### src/rtl/slave_arbiter_pkg.sv
// Shared types and defaults for the two-master burst-memory arbiter.
// Holds the grant state encoding, owner identifiers and default bus geometry.
package slave_arbiter_pkg;

  localparam int ADDR_W_DEF  = 3;
  localparam int DATA_W_DEF  = 4;
  localparam int BEATS_DEF   = 8;
  localparam int TIMEOUT_DEF = 64;

  typedef enum logic [1:0] {
    IDLE   = 2'd0,
    GNT_RD = 2'd1,
    GNT_WR = 2'd2
  } state_t;

  localparam logic OWNER_M0 = 1'b0;
  localparam logic OWNER_M1 = 1'b1;

endpackage

### src/rtl/slave_arbiter_rr_arbiter2.sv
// Two-way round-robin pick: a lone requester wins, a tie goes to the master
// that did not own the previous grant. Purely combinational.
module rr_arbiter2
  import slave_arbiter_pkg::*;
(
  input  logic [1:0] req,
  input  logic       last_owner,
  output logic [1:0] winner
);

  // NOTE: every combinational output gets a default first so no path can infer a latch.
  always_comb begin
    winner = 2'b00;
    case (req)
      2'b01:   winner = 2'b01;
      2'b10:   winner = 2'b10;
      2'b11:   winner = (last_owner == OWNER_M1) ? 2'b01 : 2'b10;
      default: winner = 2'b00;
    endcase
  end

endmodule

### src/rtl/slave_arbiter.sv
// Shares one burst-memory slave between masters M0 and M1, one whole read
// burst or write-plus-response at a time, with round-robin and a stall timeout.
module slave_arbiter
  import slave_arbiter_pkg::*;
#(
  parameter int ADDR_W  = ADDR_W_DEF,
  parameter int DATA_W  = DATA_W_DEF,
  parameter int BEATS   = BEATS_DEF,
  parameter int TIMEOUT = TIMEOUT_DEF
) (
  input  logic              clk,
  input  logic              rst,
  input  logic              m0_ar_valid,
  input  logic [ADDR_W-1:0] m0_ar_addr,
  output logic              m0_ar_ready,
  output logic              m0_r_valid,
  input  logic              m0_r_ready,
  output logic [DATA_W-1:0] m0_r_data,
  input  logic              m0_aw_valid,
  input  logic [ADDR_W-1:0] m0_aw_addr,
  output logic              m0_aw_ready,
  input  logic              m0_w_valid,
  input  logic [DATA_W-1:0] m0_w_data,
  output logic              m0_w_ready,
  output logic              m0_b_valid,
  input  logic              m0_b_ready,
  input  logic              m1_ar_valid,
  input  logic [ADDR_W-1:0] m1_ar_addr,
  output logic              m1_ar_ready,
  output logic              m1_r_valid,
  input  logic              m1_r_ready,
  output logic [DATA_W-1:0] m1_r_data,
  input  logic              m1_aw_valid,
  input  logic [ADDR_W-1:0] m1_aw_addr,
  output logic              m1_aw_ready,
  input  logic              m1_w_valid,
  input  logic [DATA_W-1:0] m1_w_data,
  output logic              m1_w_ready,
  output logic              m1_b_valid,
  input  logic              m1_b_ready,
  output logic              s_ar_valid,
  output logic [ADDR_W-1:0] s_ar_addr,
  input  logic              s_ar_ready,
  input  logic              s_r_valid,
  output logic              s_r_ready,
  input  logic [DATA_W-1:0] s_r_data,
  output logic              s_aw_valid,
  output logic [ADDR_W-1:0] s_aw_addr,
  input  logic              s_aw_ready,
  output logic              s_w_valid,
  output logic [DATA_W-1:0] s_w_data,
  input  logic              s_w_ready,
  input  logic              s_b_valid,
  output logic              s_b_ready,
  output logic [1:0]        grant,
  output logic              busy,
  output logic              timeout_err
);

  localparam int BCNT_W = $clog2(BEATS + 1);
  localparam int TCNT_W = $clog2(TIMEOUT);

  state_t            state, state_nxt;
  logic [1:0]        grant_nxt, winner;
  logic              last_owner, last_owner_nxt;
  logic [BCNT_W-1:0] beat_cnt, beat_cnt_nxt;
  logic [TCNT_W-1:0] to_cnt, to_cnt_nxt;
  logic              timeout_nxt;
  logic              rd0, rd1, wr0, wr1;
  logic              any_hs, r_hs, b_hs, rd_done, wr_done, to_hit;

  rr_arbiter2 u_rr (
    .req        ({m1_ar_valid | m1_aw_valid, m0_ar_valid | m0_aw_valid}),
    .last_owner (last_owner),
    .winner     (winner)
  );

  // NOTE: sequential state uses non-blocking assignments so every register samples pre-edge values.
  always_ff @(posedge clk or posedge rst) begin
    if (rst) begin
      state       <= IDLE;
      grant       <= 2'b00;
      last_owner  <= OWNER_M1;
      beat_cnt    <= '0;
      to_cnt      <= '0;
      timeout_err <= 1'b0;
    end else begin
      state       <= state_nxt;
      grant       <= grant_nxt;
      last_owner  <= last_owner_nxt;
      beat_cnt    <= beat_cnt_nxt;
      to_cnt      <= to_cnt_nxt;
      timeout_err <= timeout_nxt;
    end
  end

  assign r_hs    = s_r_valid & s_r_ready;
  assign b_hs    = s_b_valid & s_b_ready;
  assign any_hs  = (s_ar_valid & s_ar_ready) | (s_aw_valid & s_aw_ready)
                 | (s_w_valid & s_w_ready) | r_hs | b_hs;
  assign rd_done = (state == GNT_RD) && r_hs && (beat_cnt == BCNT_W'(BEATS - 1));
  assign wr_done = (state == GNT_WR) && b_hs;
  assign to_hit  = !any_hs && (to_cnt == TCNT_W'(TIMEOUT - 1));

  always_comb begin
    state_nxt      = state;
    grant_nxt      = grant;
    last_owner_nxt = last_owner;
    beat_cnt_nxt   = beat_cnt;
    to_cnt_nxt     = to_cnt;
    timeout_nxt    = 1'b0;
    case (state)
      IDLE: begin
        if (|winner) begin
          grant_nxt = winner;
          // Read wins over write within the same master.
          state_nxt = (winner[1] ? m1_ar_valid : m0_ar_valid) ? GNT_RD : GNT_WR;
        end
      end
      default: begin
        if (r_hs) beat_cnt_nxt = beat_cnt + 1'b1;
        to_cnt_nxt = any_hs ? '0 : to_cnt + 1'b1;
        if (rd_done || wr_done || to_hit) begin
          state_nxt      = IDLE;
          grant_nxt      = 2'b00;
          last_owner_nxt = grant[1] ? OWNER_M1 : OWNER_M0;
          beat_cnt_nxt   = '0;
          to_cnt_nxt     = '0;
          timeout_nxt    = to_hit;
        end
      end
    endcase
  end

  // Only the channels of the granted transaction kind are opened, so a
  // pending write cannot slip into the slave during its owner's read grant.
  assign rd0 = (state == GNT_RD) && grant[0];
  assign rd1 = (state == GNT_RD) && grant[1];
  assign wr0 = (state == GNT_WR) && grant[0];
  assign wr1 = (state == GNT_WR) && grant[1];

  always_comb begin
    s_ar_valid = 1'b0;
    s_ar_addr  = '0;
    s_r_ready  = 1'b0;
    s_aw_valid = 1'b0;
    s_aw_addr  = '0;
    s_w_valid  = 1'b0;
    s_w_data   = '0;
    s_b_ready  = 1'b0;
    if (rd0 || rd1) begin
      s_ar_valid = rd1 ? m1_ar_valid : m0_ar_valid;
      s_ar_addr  = rd1 ? m1_ar_addr  : m0_ar_addr;
      s_r_ready  = rd1 ? m1_r_ready  : m0_r_ready;
    end
    if (wr0 || wr1) begin
      s_aw_valid = wr1 ? m1_aw_valid : m0_aw_valid;
      s_aw_addr  = wr1 ? m1_aw_addr  : m0_aw_addr;
      s_w_valid  = wr1 ? m1_w_valid  : m0_w_valid;
      s_w_data   = wr1 ? m1_w_data   : m0_w_data;
      s_b_ready  = wr1 ? m1_b_ready  : m0_b_ready;
    end
  end

  assign m0_ar_ready = rd0 & s_ar_ready;
  assign m0_r_valid  = rd0 & s_r_valid;
  assign m0_r_data   = rd0 ? s_r_data : '0;
  assign m0_aw_ready = wr0 & s_aw_ready;
  assign m0_w_ready  = wr0 & s_w_ready;
  assign m0_b_valid  = wr0 & s_b_valid;

  assign m1_ar_ready = rd1 & s_ar_ready;
  assign m1_r_valid  = rd1 & s_r_valid;
  assign m1_r_data   = rd1 ? s_r_data : '0;
  assign m1_aw_ready = wr1 & s_aw_ready;
  assign m1_w_ready  = wr1 & s_w_ready;
  assign m1_b_valid  = wr1 & s_b_valid;

  assign busy = (state != IDLE);

endmodule

### config.mk
export PLATFORM = sky130hd
export DESIGN_NAME = slave_arbiter
export DESIGN_NICKNAME = d
export VERILOG_FILES = /design/src/rtl/slave_arbiter_pkg.sv /design/src/rtl/slave_arbiter_rr_arbiter2.sv /design/src/rtl/slave_arbiter.sv
export SDC_FILE = /design/constraint.sdc
export NUM_CORES = 1
export LEC_CHECK = 0
export BUFFER_PORTS_ARGS = -buffer_cell sky130_fd_sc_hd__clkbuf_2
export CORE_MARGIN = 2
export CORE_UTILIZATION = 45
export CTS_CLUSTER_DIAMETER = 100
export DETAILED_ROUTE_END_ITERATION = 6
export PLACE_DENSITY = 0.82
export SLEW_MARGIN = 20
export SYNTH_ARGS = -nofsm -noshare
export SYNTH_HDL_FRONTEND = slang
export SYNTH_SLANG_ARGS = --single-unit
### constraint.sdc
create_clock -name clk -period 4.5 [get_ports clk]
set_clock_uncertainty 0.15 [all_clocks]
set_input_delay 0.45 -clock clk [delete_from_list [all_inputs] [get_ports clk]]
set_output_delay 0.45 -clock clk [all_outputs]
set_load 0.03 [all_outputs]
==> results of run 1 <==
## cells in the final DEF (no fill, tap or decap), types with 2 or more instances in the layout
cell      instances
nand4_1           5
o22ai_1           2
nor2b_1           3
nand2b_1          3
o31ai_1           2
dfrtp_1          15
nand3_1           5
nand2_1          18
a32o_1            3
ha_1              2
clkbuf_2         77
a21oi_1           7
nand3b_4          2
a22oi_1           6
a22o_1            3
nor2_1           14
and3_1           21
inv_1            10
mux2i_1           2
nand3b_1          3
o21ai_0           5
clkbuf_4          3
a31o_2            4
a31oi_1           3
## layout make-up
class,instances,share of cell area [%]
Multi-Input combinational cell,130,48.5
Sequential cell,16,22.7
Timing Repair Buffer,78,22.3
Tap cell,33,2.34
Inverter,10,2.13
Clock buffer,4,2.06
## report_power, final
| group | internal (W) | switching, W | total, W |
|---|---|---|---|
| Clock | 0.0000493 | 0.0000448 | 0.0000941 |
| Sequential | 0.000206 | 0.000115 | 0.000321 |
| Combinational | 0.000222 | 0.000346 | 0.000568 |
| Total | 0.000477 | 0.000505 | 0.000983 |
## worst min-delay path by stage
stage / endpoint / cells after the start / slack, ns
floorplan: beat_cnt[0]$_DFFE_PP0P_ / 1 / 0.21
detailed placement: to_cnt[4]$_DFFE_PP0N_ / 1 / 0.35
CTS: to_cnt[2]$_DFFE_PP0N_ / 2 / 0.07
global placement: to_cnt[4]$_DFFE_PP0N_ / 1 / 0.35
finish: to_cnt[2]$_DFFE_PP0N_ / 2 / 0.05
global route: to_cnt[5]$_DFFE_PP0N_ / 2 / 0.11
## layer usage
| metal | track usage, % | vias up | wire (microns) |
|---|---|---|---|
| met4 | 5.19 | 0 | 38 |
| li1 | - | 758 | - |
| met2 | 38.1 | 61 | 1770 |
| met1 | 25.5 | 688 | 1590 |
| met5 | 0 | - | 0 |
| met3 | 2.62 | 6 | 281 |
## state kept, by name, summed over array words and instances (netlist names)
name / flops
timeout_err: 1
to_cnt: 6
grant: 2
state: 2
last_owner: 1
beat_cnt: 4
## cells in the mapped netlist, types with 3 or more instances
cell type	number
nand2_1	18
inv_1	10
a22o_1	3
a31o_2	4
nand3b_1	3
nand3_1	5
a21oi_1	7
a31oi_1	3
a22oi_1	6
a32o_1	3
nor2b_1	3
nand4_1	5
nor2_1	14
o21ai_0	5
nand2b_1	3
buf_4	4
and3_1	21
clkbuf_1	4
dfrtp_1	15
## cell families (layout without fill, tap and decap cells)
group                    after synthesis  in the layout
flip-flops                            16             16
XOR/XNOR                               1              1
multiplexers                           2              2
adder cells (fa/ha/maj)                2              2
AO/OA/AOI/OAI                         47             47
buffers and inverters                 21             92
AND/OR/NAND/NOR                       78             78
## critical path, stage by stage (launching register included)
cell      delay [ns]
dfrtp_1         0.91
nand3b_4        0.30
a211oi_4        0.10
a221oi_2        0.57
a31oi_1         0.35
a31o_2          0.33
## per-stage QoR
step	std cells	util, %
floorplan	167	-
CTS	271	59.3
global placement	267	58.1
global route	271	59.3
detailed placement	267	58.1
finish	271	59.3
==> impl_results.md, run 1 <==
* Status: finished clean
* Remaining global-route overflow at 0
* Setup Buffers After CTS at 0
* Seq. cell area at 402 sq um
* Multi-input logic area at 856 sq um
* Total GRT Usage at 20.8%
* First-pass GRT wire length at 5.71 mm
* Post-route cell area at 1770 sq um
* CTS sink cnt at 16
* Root Buffer: clkbuf_4
* Synth warnings at 0
* DRC Markers at 0
* Bufs on Longest Clock Path at 2
* N_diodes at 0
* Post-synthesis xor/xnor area fraction at 0.640%
* Min cycle time layout at 2.83 ns
* Number of port buffers at 77
* # fillers at 283
* Final setup violation count at 0
* Reg2Reg Setup Slack at 1.67 ns
* Io pins at 78
* Largest cells by area after synthesis: dfrtp_1 (27%), and3_1 (9.6%), nand2_1 (4.9%), nor2_1 (3.8%), a22oi_1 (3.3%)
* Pin count of the biggest net entering global routing at 34
* CP startpoint kind: flop
* Share of post-route cells with drive strength above 1 at 39.9%
* Cell count of the worst reg-to-reg path at 5
* Sequential fraction of the synthesis area at 29.4%
* Leak at 0.962 nW
* Worst path required time at 4.53 ns
* Final net count at 282
* Hold_buf cts at 0
* Final worst slack at 1.67 ns
* #FFs+latches synth at 16
* Crit. End Element: flop
* Mapped cell area at 1370 sq um
* Post-synthesis mux area share at 1.46%
* Final Cycle Share at 62.8%
* Die ar. at 3500 sq um
* Initial antenna violation count at 0
* Total CTS buffers at 3
* GPL Wtd Cong at 0.831
* Die width at 59.1 microns
* Largest area contributor in the netlist: dfrtp_1
* Predominant post-synthesis flop cell: dfrtp_1
* Critical path class: reg -> reg
* PostCTS Resize Cnt at 0
* Largest fanout on the critical path at 33
* Mapped Avg Cell Area at 8.19 sq um
* Slew headroom at 43.1%
* Vias/cell at 5.58
* CP endpoint: grant[0]$_DFFE_PP0P_
* Hold Slack at 0.0509 ns
* First DRT Iteration DRCs at 81
* Compound-Gate Fraction of Synth Area at 27.1%
* CP arrival at 2.86 ns
* CTS tree: built
* Largest family of logic cells by synthesized area: simple AND/OR/NAND/NOR gates
* Min-delay worst type: in -> async
* Placed inst area at 1730 sq um
* Peak supply drop at 0.254 mV
* Clk Latency, worst-skew pair at 0.28 ns
* Start point of the critical path: grant[1]$_DFFE_PP0P_
* Critical R2R Capture: grant[0]$_DFFE_PP0P_
* Ys async rst share at 100%
* Via count at 1513
* Drt pass-1 iters at 4
* Cell area power density at 557 nW/um^2
* # rows at 20
* EDFF count, synth at 0
* Fmax at 354 MHz
* Setup TNS at 0 ns
* Vias in the first global route at 1279
* CTS HTree Levels at 1
* Final hold violations at 0
* Least-Margin Pin Slew at 0.854 ns
* Synth Area in Simple Gates at 31.6%
* DIE HEIGHT at 59.1 microns
* Routed WL at 3.68 mm
* Slew Limit Fails at 0
* Core Box Area at 2980 sq um
* Synth-to-Final Area Change at 29.1%
* Max Cap Viol at 0
* Initial Utilization at 45.9%
* Syn nets at 210
* Synth Area in Adders at 1.83%
* Avg WL per Cell at 13.6 microns
* Pre-CTS setup slack at 1.69 ns
* Dpl hpwl at 2.89 mm
* Design Power at 0.000983 W
* RSZ-0062 raised after global routing: no
* Post-Synthesis Cells at 167
* Launch point of the worst reg-to-reg path: grant[1]$_DFFE_PP0P_
* Clock Pin Slew Worst Setup and Hold Paths at 0.09 ns
* Distinct cell type count after synthesis at 44
* Top cell type's share of synthesized area at 27.4%
* Antenna-violating nets left at 0
Power figures use the tool's default switching activity.
==> run 2, diff against run 1 <==
Settings changed: CORE_UTILIZATION 45 to 44, PLACE_DENSITY 0.82 to 0.8.
Clock period 4.5 ns to 2.8 ns, I/O delays scaled along.
==> impl_results.md, run 2 (synthesis results as in run 1) <==
* DIE HEIGHT at 59.8 microns (+1.1%)
* Die width at 59.8 microns (+1.1%)
* Cell family with most CP delay: flip-flops
* GPL Wtd Cong at 0.856 (+3.0%)
* Share of post-route cells with drive strength above 1 at 40.6% (+0.66 points)
* Max Cap Viol at 0 (unchanged)
* Commonest non-fill, non-tap cell in the layout: clkbuf_2
* Top reg by flops: to_cnt
* Setup TNS at 0 ns (unchanged)
* Final worst slack at 0.456 ns (-1.22 ns)
* Status: finished clean
* Initial antenna violation count at 0 (unchanged)
* Least-Margin Pin Slew at 0.641 ns (-0.213 ns)
* Worst path required time at 2.37 ns (-2.16 ns)
* Final setup violation count at 0 (unchanged)
* Core Box Area at 3000 sq um (+0.84%)
* Final Cycle Share at 83.7%
* Largest fanout on the critical path at 20 (-39%)
* Hold depth at 3
* Io pins at 78 (unchanged)
* Antenna-violating nets left at 0 (unchanged)
* Pin count of the biggest net entering global routing at 21 (-38%)
* Pre-CTS setup slack at 0.541 ns (-1.15 ns)
* Critical path class: reg -> out
* Vias/cell at 5.48 (-1.9%)
* CTS HTree Levels at 1 (unchanged)
* Number of port buffers at 77 (unchanged)
* CP arrival at 1.91 ns (-0.95 ns)
* Critical R2R Capture: grant[1]$_DFFE_PP0P_
* Slew Limit Fails at 0 (unchanged)
* Max reg flops at 6 (unchanged)
* Leak at 0.984 nW (+2.3%)
* Routed WL at 3.64 mm (-1.2%)
* Initial Utilization at 45.5% (-0.38 points)
* Bufs on Longest Clock Path at 2 (unchanged)
* Synth-to-Final Area Change at 31.8%
* Hold endpoint: state[0]$_DFFE_PP0P_
* Clk Latency, worst-skew pair at 0.27 ns (about the same)
* Die ar. at 3570 sq um (+2.1%)
* Dpl hpwl at 2.86 mm (-1.1%)
* First DRT Iteration DRCs at 124 (+53%)
* CP peak stage delay at 0.76 ns (-0.15 ns)
* Vias in the first global route at 1219 (-4.7%)
* Drt pass-1 iters at 4 (unchanged)
* Total CTS buffers at 3 (unchanged)
* HP Start: m0_ar_valid
* Cell area power density at 881 nW/um^2 (+58%)
* Peak supply drop at 0.531 mV (+110%)
* First-pass GRT wire length at 5.55 mm (-2.7%)
* DRC Markers at 0 (unchanged)
* Clock Pin Slew Worst Setup and Hold Paths at 0.09 ns (about the same)
* # rows at 20 (unchanged)
* Crit. End Element: output port
* Launch point of the worst reg-to-reg path: grant[0]$_DFFE_PP0P_
* Min-delay worst type: in -> reg
* N_diodes at 0 (unchanged)
* RSZ-0062 raised after global routing: no
* CTS sink cnt at 16 (unchanged)
* Final net count at 288 (+2.1%)
* Via count at 1517 (+0.26%)
* Cell count of the worst reg-to-reg path at 5 (unchanged)
* CP startpoint kind: flop
* Setup Buffers After CTS at 0 (unchanged)
* CTS tree: built
* Reg2Reg Setup Slack at 0.51 ns (-1.16 ns)
* Avg WL per Cell at 13.1 microns (-3.4%)
* Total GRT Usage at 19.9% (-0.83 points)
* Post-route cell area at 1800 sq um (+2.1%)
* Fmax at 427 MHz
* Largest registers: to_cnt (6), beat_cnt (4)
* Crit-path cells: nor2b_1 -> a22oi_1 -> nor2_1 -> clkbuf_2
* Remaining global-route overflow at 0 (unchanged)
* Placed inst area at 1770 sq um (+2.2%)
* Min cycle time layout at 2.34 ns
* Slew headroom at 57.3% (+14 points)
* Final hold violations at 0 (unchanged)
* Root Buffer: clkbuf_4
* Most frequent cells in the layout: clkbuf_2 (77), and3_1 (21), nand2_1 (18), dfrtp_1 (15), nor2_1 (14)
* Slowest cell on crit path: dfrtp_1
* WP buf/inv at 1 (+1)
-- run 2: cell types whose count changed in the layout (fill, tap and decap cells not counted), sizes merged --
cell / before / now
buf: 1 / 6
dlygate4sd3: 0 / 1
-- run 2: through the flow --
step / util, % / hold slack (ns) / total power [W] / cells
2_1_floorplan: - / 0.0430 / 0.00123 / 167
3_3_place_gp: 58.8 / 0.214 / 0.00146 / 272
3_5_place_dp: 58.8 / 0.225 / 0.00147 / 272
4_1_cts: 60.0 / 0.269 / 0.00159 / 277
5_1_grt: 60.0 / 0.309 / 0.00173 / 277
6_report: 60.0 / 0.277 / 0.00159 / 277
-- run 2: worst min-delay path: cells and delay by family --
kind,cells,cell delay [ns]
AO/OA/AOI/OAI,2,0.26
buffers and inverters,1,0.12
-- run 2: repair_timing --
item / 4_1_cts / 5_1_grt
hold endpoints to repair: 15 / 0
resized for setup: 0 / 0
hold buffers: 1 / 0
-- run 2: worst max-delay path by stage --
stage | startpoint | to | slack, ns | depth (start not counted)
3_3_place_gp | grant[0]$_DFFE_PP0P_ | grant[1]$_DFFE_PP0P_ | 0.59 | 5
6_report | grant[0]$_DFFE_PP0P_ | s_w_data[2] | 0.46 | 4
4_1_cts | grant[0]$_DFFE_PP0P_ | s_w_data[2] | 0.45 | 4
2_1_floorplan | grant[0]$_DFFE_PP0P_ | last_owner$_DFFE_PP1P_ | 0.38 | 7
3_5_place_dp | grant[0]$_DFFE_PP0P_ | grant[1]$_DFFE_PP0P_ | 0.54 | 5
5_1_grt | grant[0]$_DFFE_PP0P_ | s_aw_addr[2] | 0.28 | 4
-- run 2: power breakdown --
part	leakage (nW)	internal (W)	switching [W]	total (W)
clock	0.0150	0.0000551	0.0000668	0.000122
combinational	0.777	0.000390	0.000597	0.000987
sequential	0.192	0.000332	0.000147	0.000479
-- run 2: layout make-up --
cell class                      count  area (sq um)
Fill cell                         286          1200
Multi-Input combinational cell    130           856
Timing Repair Buffer               84           440
Sequential cell                    16           402
Tap cell                           33          41.3
Inverter                           10          37.5
Clock buffer                        4          26.3
-- run 2: routing by layer --
layer	track usage [%]	up-vias	wire (microns)
met5	0	-	0
met4	3.81	0	12
met3	1.95	2	272
met2	34.0	60	1710
met1	27.5	681	1640
li1	-	774	-
==> run 3, diff against run 2 <==
Clock period 2.8 ns to 2.2 ns, I/O delays scaled along.
==> impl_results.md, run 3 (synthesis results as in run 1) <==
* Status: finished clean
* Least-Margin Pin Slew at 0.599 ns (-0.0417 ns)
* Setup Buffers After CTS at 0 (unchanged)
* Die ar. at 3570 sq um (unchanged)
* Fmax at 482 MHz
* Crit. End Element: output port
* DIE HEIGHT at 59.8 microns (unchanged)
* Final net count at 294 (+2.1%)
* Commonest non-fill, non-tap cell in the layout: clkbuf_2
* Dpl hpwl at 3.06 mm (+6.8%)
* Final setup violation count at 0 (unchanged)
* CP arrival at 1.70 ns (-0.21 ns)
* # rows at 20 (unchanged)
* Io pins at 78 (unchanged)
* Worst path required time at 1.83 ns (-0.54 ns)
* Vias in the first global route at 1357 (+11%)
* Max Cap Viol at 0 (unchanged)
* CTS HTree Levels at 1 (unchanged)
* Total CTS buffers at 3 (unchanged)
* CP startpoint kind: flop
* Initial Utilization at 45.5% (unchanged)
* Slowest cell on crit path: dfrtp_1
* DRC Markers at 0 (unchanged)
* Via count at 1587 (+4.6%)
* CP peak stage delay at 0.42 ns (-0.34 ns)
* First-pass GRT wire length at 5.96 mm (+7.3%)
* Pin count of the biggest net entering global routing at 17 (-19%)
* Largest fanout on the critical path at 11 (-45%)
* Drt pass-1 iters at 4 (unchanged)
* Setup TNS at 0 ns (unchanged)
* Final hold violations at 0 (unchanged)
* Clock Pin Slew Worst Setup and Hold Paths at 0.09 ns (about the same)
* Final Cycle Share at 94.3%
* Bufs on Longest Clock Path at 2 (unchanged)
* Crit-path cells: buf_4 -> buf_4 -> nor2b_2 -> a22oi_1 -> nor2_1 -> clkbuf_2
* GPL Wtd Cong at 0.869 (+1.5%)
* First DRT Iteration DRCs at 84 (-32%)
* Remaining global-route overflow at 0 (unchanged)
* Core Box Area at 3000 sq um (unchanged)
* Initial antenna violation count at 0 (unchanged)
* Number of port buffers at 77 (unchanged)
* Design Power at 0.00215 W (+35%)
* Clk Latency, worst-skew pair at 0.28 ns (about the same)
* Most frequent CP cell: buf_4
* Synth-to-Final Area Change at 37.1%
* Min-delay worst type: in -> reg
* # fillers at 267 (-6.6%)
* CTS tree: built
* Total GRT Usage at 21.4% (+1.5 points)
* Critical path class: reg -> out
* N_diodes at 0 (unchanged)
* Avg WL per Cell at 13.8 microns (+4.7%)
* Cell area power density at 1150 nW/um^2 (+30%)
* RSZ-0062 raised after global routing: no
* Final core utilization at 62.5% (+2.4 points)
* Share of post-route cells with drive strength above 1 at 43.6% (+3.0 points)
* Largest registers: to_cnt (6), beat_cnt (4)
* Min cycle time layout at 2.07 ns
* Leak at 1.02 nW (+3.7%)
* Routed WL at 3.89 mm (+7.0%)
* Top reg by flops: to_cnt
* CTS sink cnt at 16 (unchanged)
* Root Buffer: clkbuf_4
* Slew headroom at 60.0% (+2.7 points)
* Antenna-violating nets left at 0 (unchanged)
* Most frequent cells in the layout: clkbuf_2 (77), and3_1 (21), nand2_1 (18), dfrtp_1 (15), nor2_1 (14)
* Slew Limit Fails at 0 (unchanged)
* Peak supply drop at 0.612 mV (+15%)
* Vias/cell at 5.61 (+2.4%)
* Die width at 59.8 microns (unchanged)
* Max reg flops at 6 (unchanged)
## run 3: final timing paths
check,start,endpoint,slack (ns),depth (start not counted)
worst max-delay path,grant[1]$_DFFE_PP0P_,s_w_data[3],0.13,6
worst min-delay path,m1_ar_valid,state[0]$_DFFE_PP0P_,0.20,3
worst max register to register,grant[1]$_DFFE_PP0P_,last_owner$_DFFE_PP1P_,0.19,7
worst min register to register,to_cnt[2]$_DFFE_PP0N_,to_cnt[2]$_DFFE_PP0N_,0.37,1
max in group asynchronous,rst,state[0]$_DFFE_PP0P_,1.14,3
min in group asynchronous,rst,to_cnt[2]$_DFFE_PP0N_,0.37,3
## run 3: final cells by class
type                            count  area [sq um]  area share [%]
Sequential cell                    16           402            21.4
Tap cell                           33          41.3            2.20
Clock buffer                        4          36.3            1.93
Timing Repair Buffer               90           485            25.9
Multi-Input combinational cell    130           873            46.6
Inverter                           10          37.5            2.00
## run 3: critical path: cells and delay by family, from the launching register on
kind / cells / cell delay (ns)
flip-flops: 1 / 0.42
AO/OA/AOI/OAI: 1 / 0.10
buffers and inverters: 3 / 0.56
AND/OR/NAND/NOR: 2 / 0.34
## run 3: routing by layer
| layer | routed length, microns | GRT usage, % |
|---|---|---|
| met5 | 0 | 0 |
| met1 | 1730 | 27.8 |
| met2 | 1920 | 38.2 |
| met4 | 10 | 5.08 |
| met3 | 231 | 1.95 |
## run 3: per-stage QoR
step                hold slack (ns)  std cells  cell area, sq um  worst slack, ns
finish                        0.195        283              1880            0.126
global route                  0.237        283              1880          0.00600
CTS                           0.193        283              1880            0.125
detailed placement            0.152        278              1830            0.229
global placement              0.148        278              1830            0.271
floorplan                   -0.0170        167              1380           0.0158
## run 3: power breakdown
part	switching [W]	internal, W	leakage, nW	total [W]
Sequential	0.000138	0.000424	0.192	0.000562
Combinational	0.000846	0.000549	0.807	0.00140
Clock	0.0000899	0.000101	0.0210	0.000191
## run 3: repair_timing
| action | CTS | global route |
|---|---|---|
| endpoints found under the hold margin | 15 | 0 |
| setup endpoints to repair | 1 | 0 |
| hold buffers | 1 | 0 |
| resized for setup | 1 | 0 |
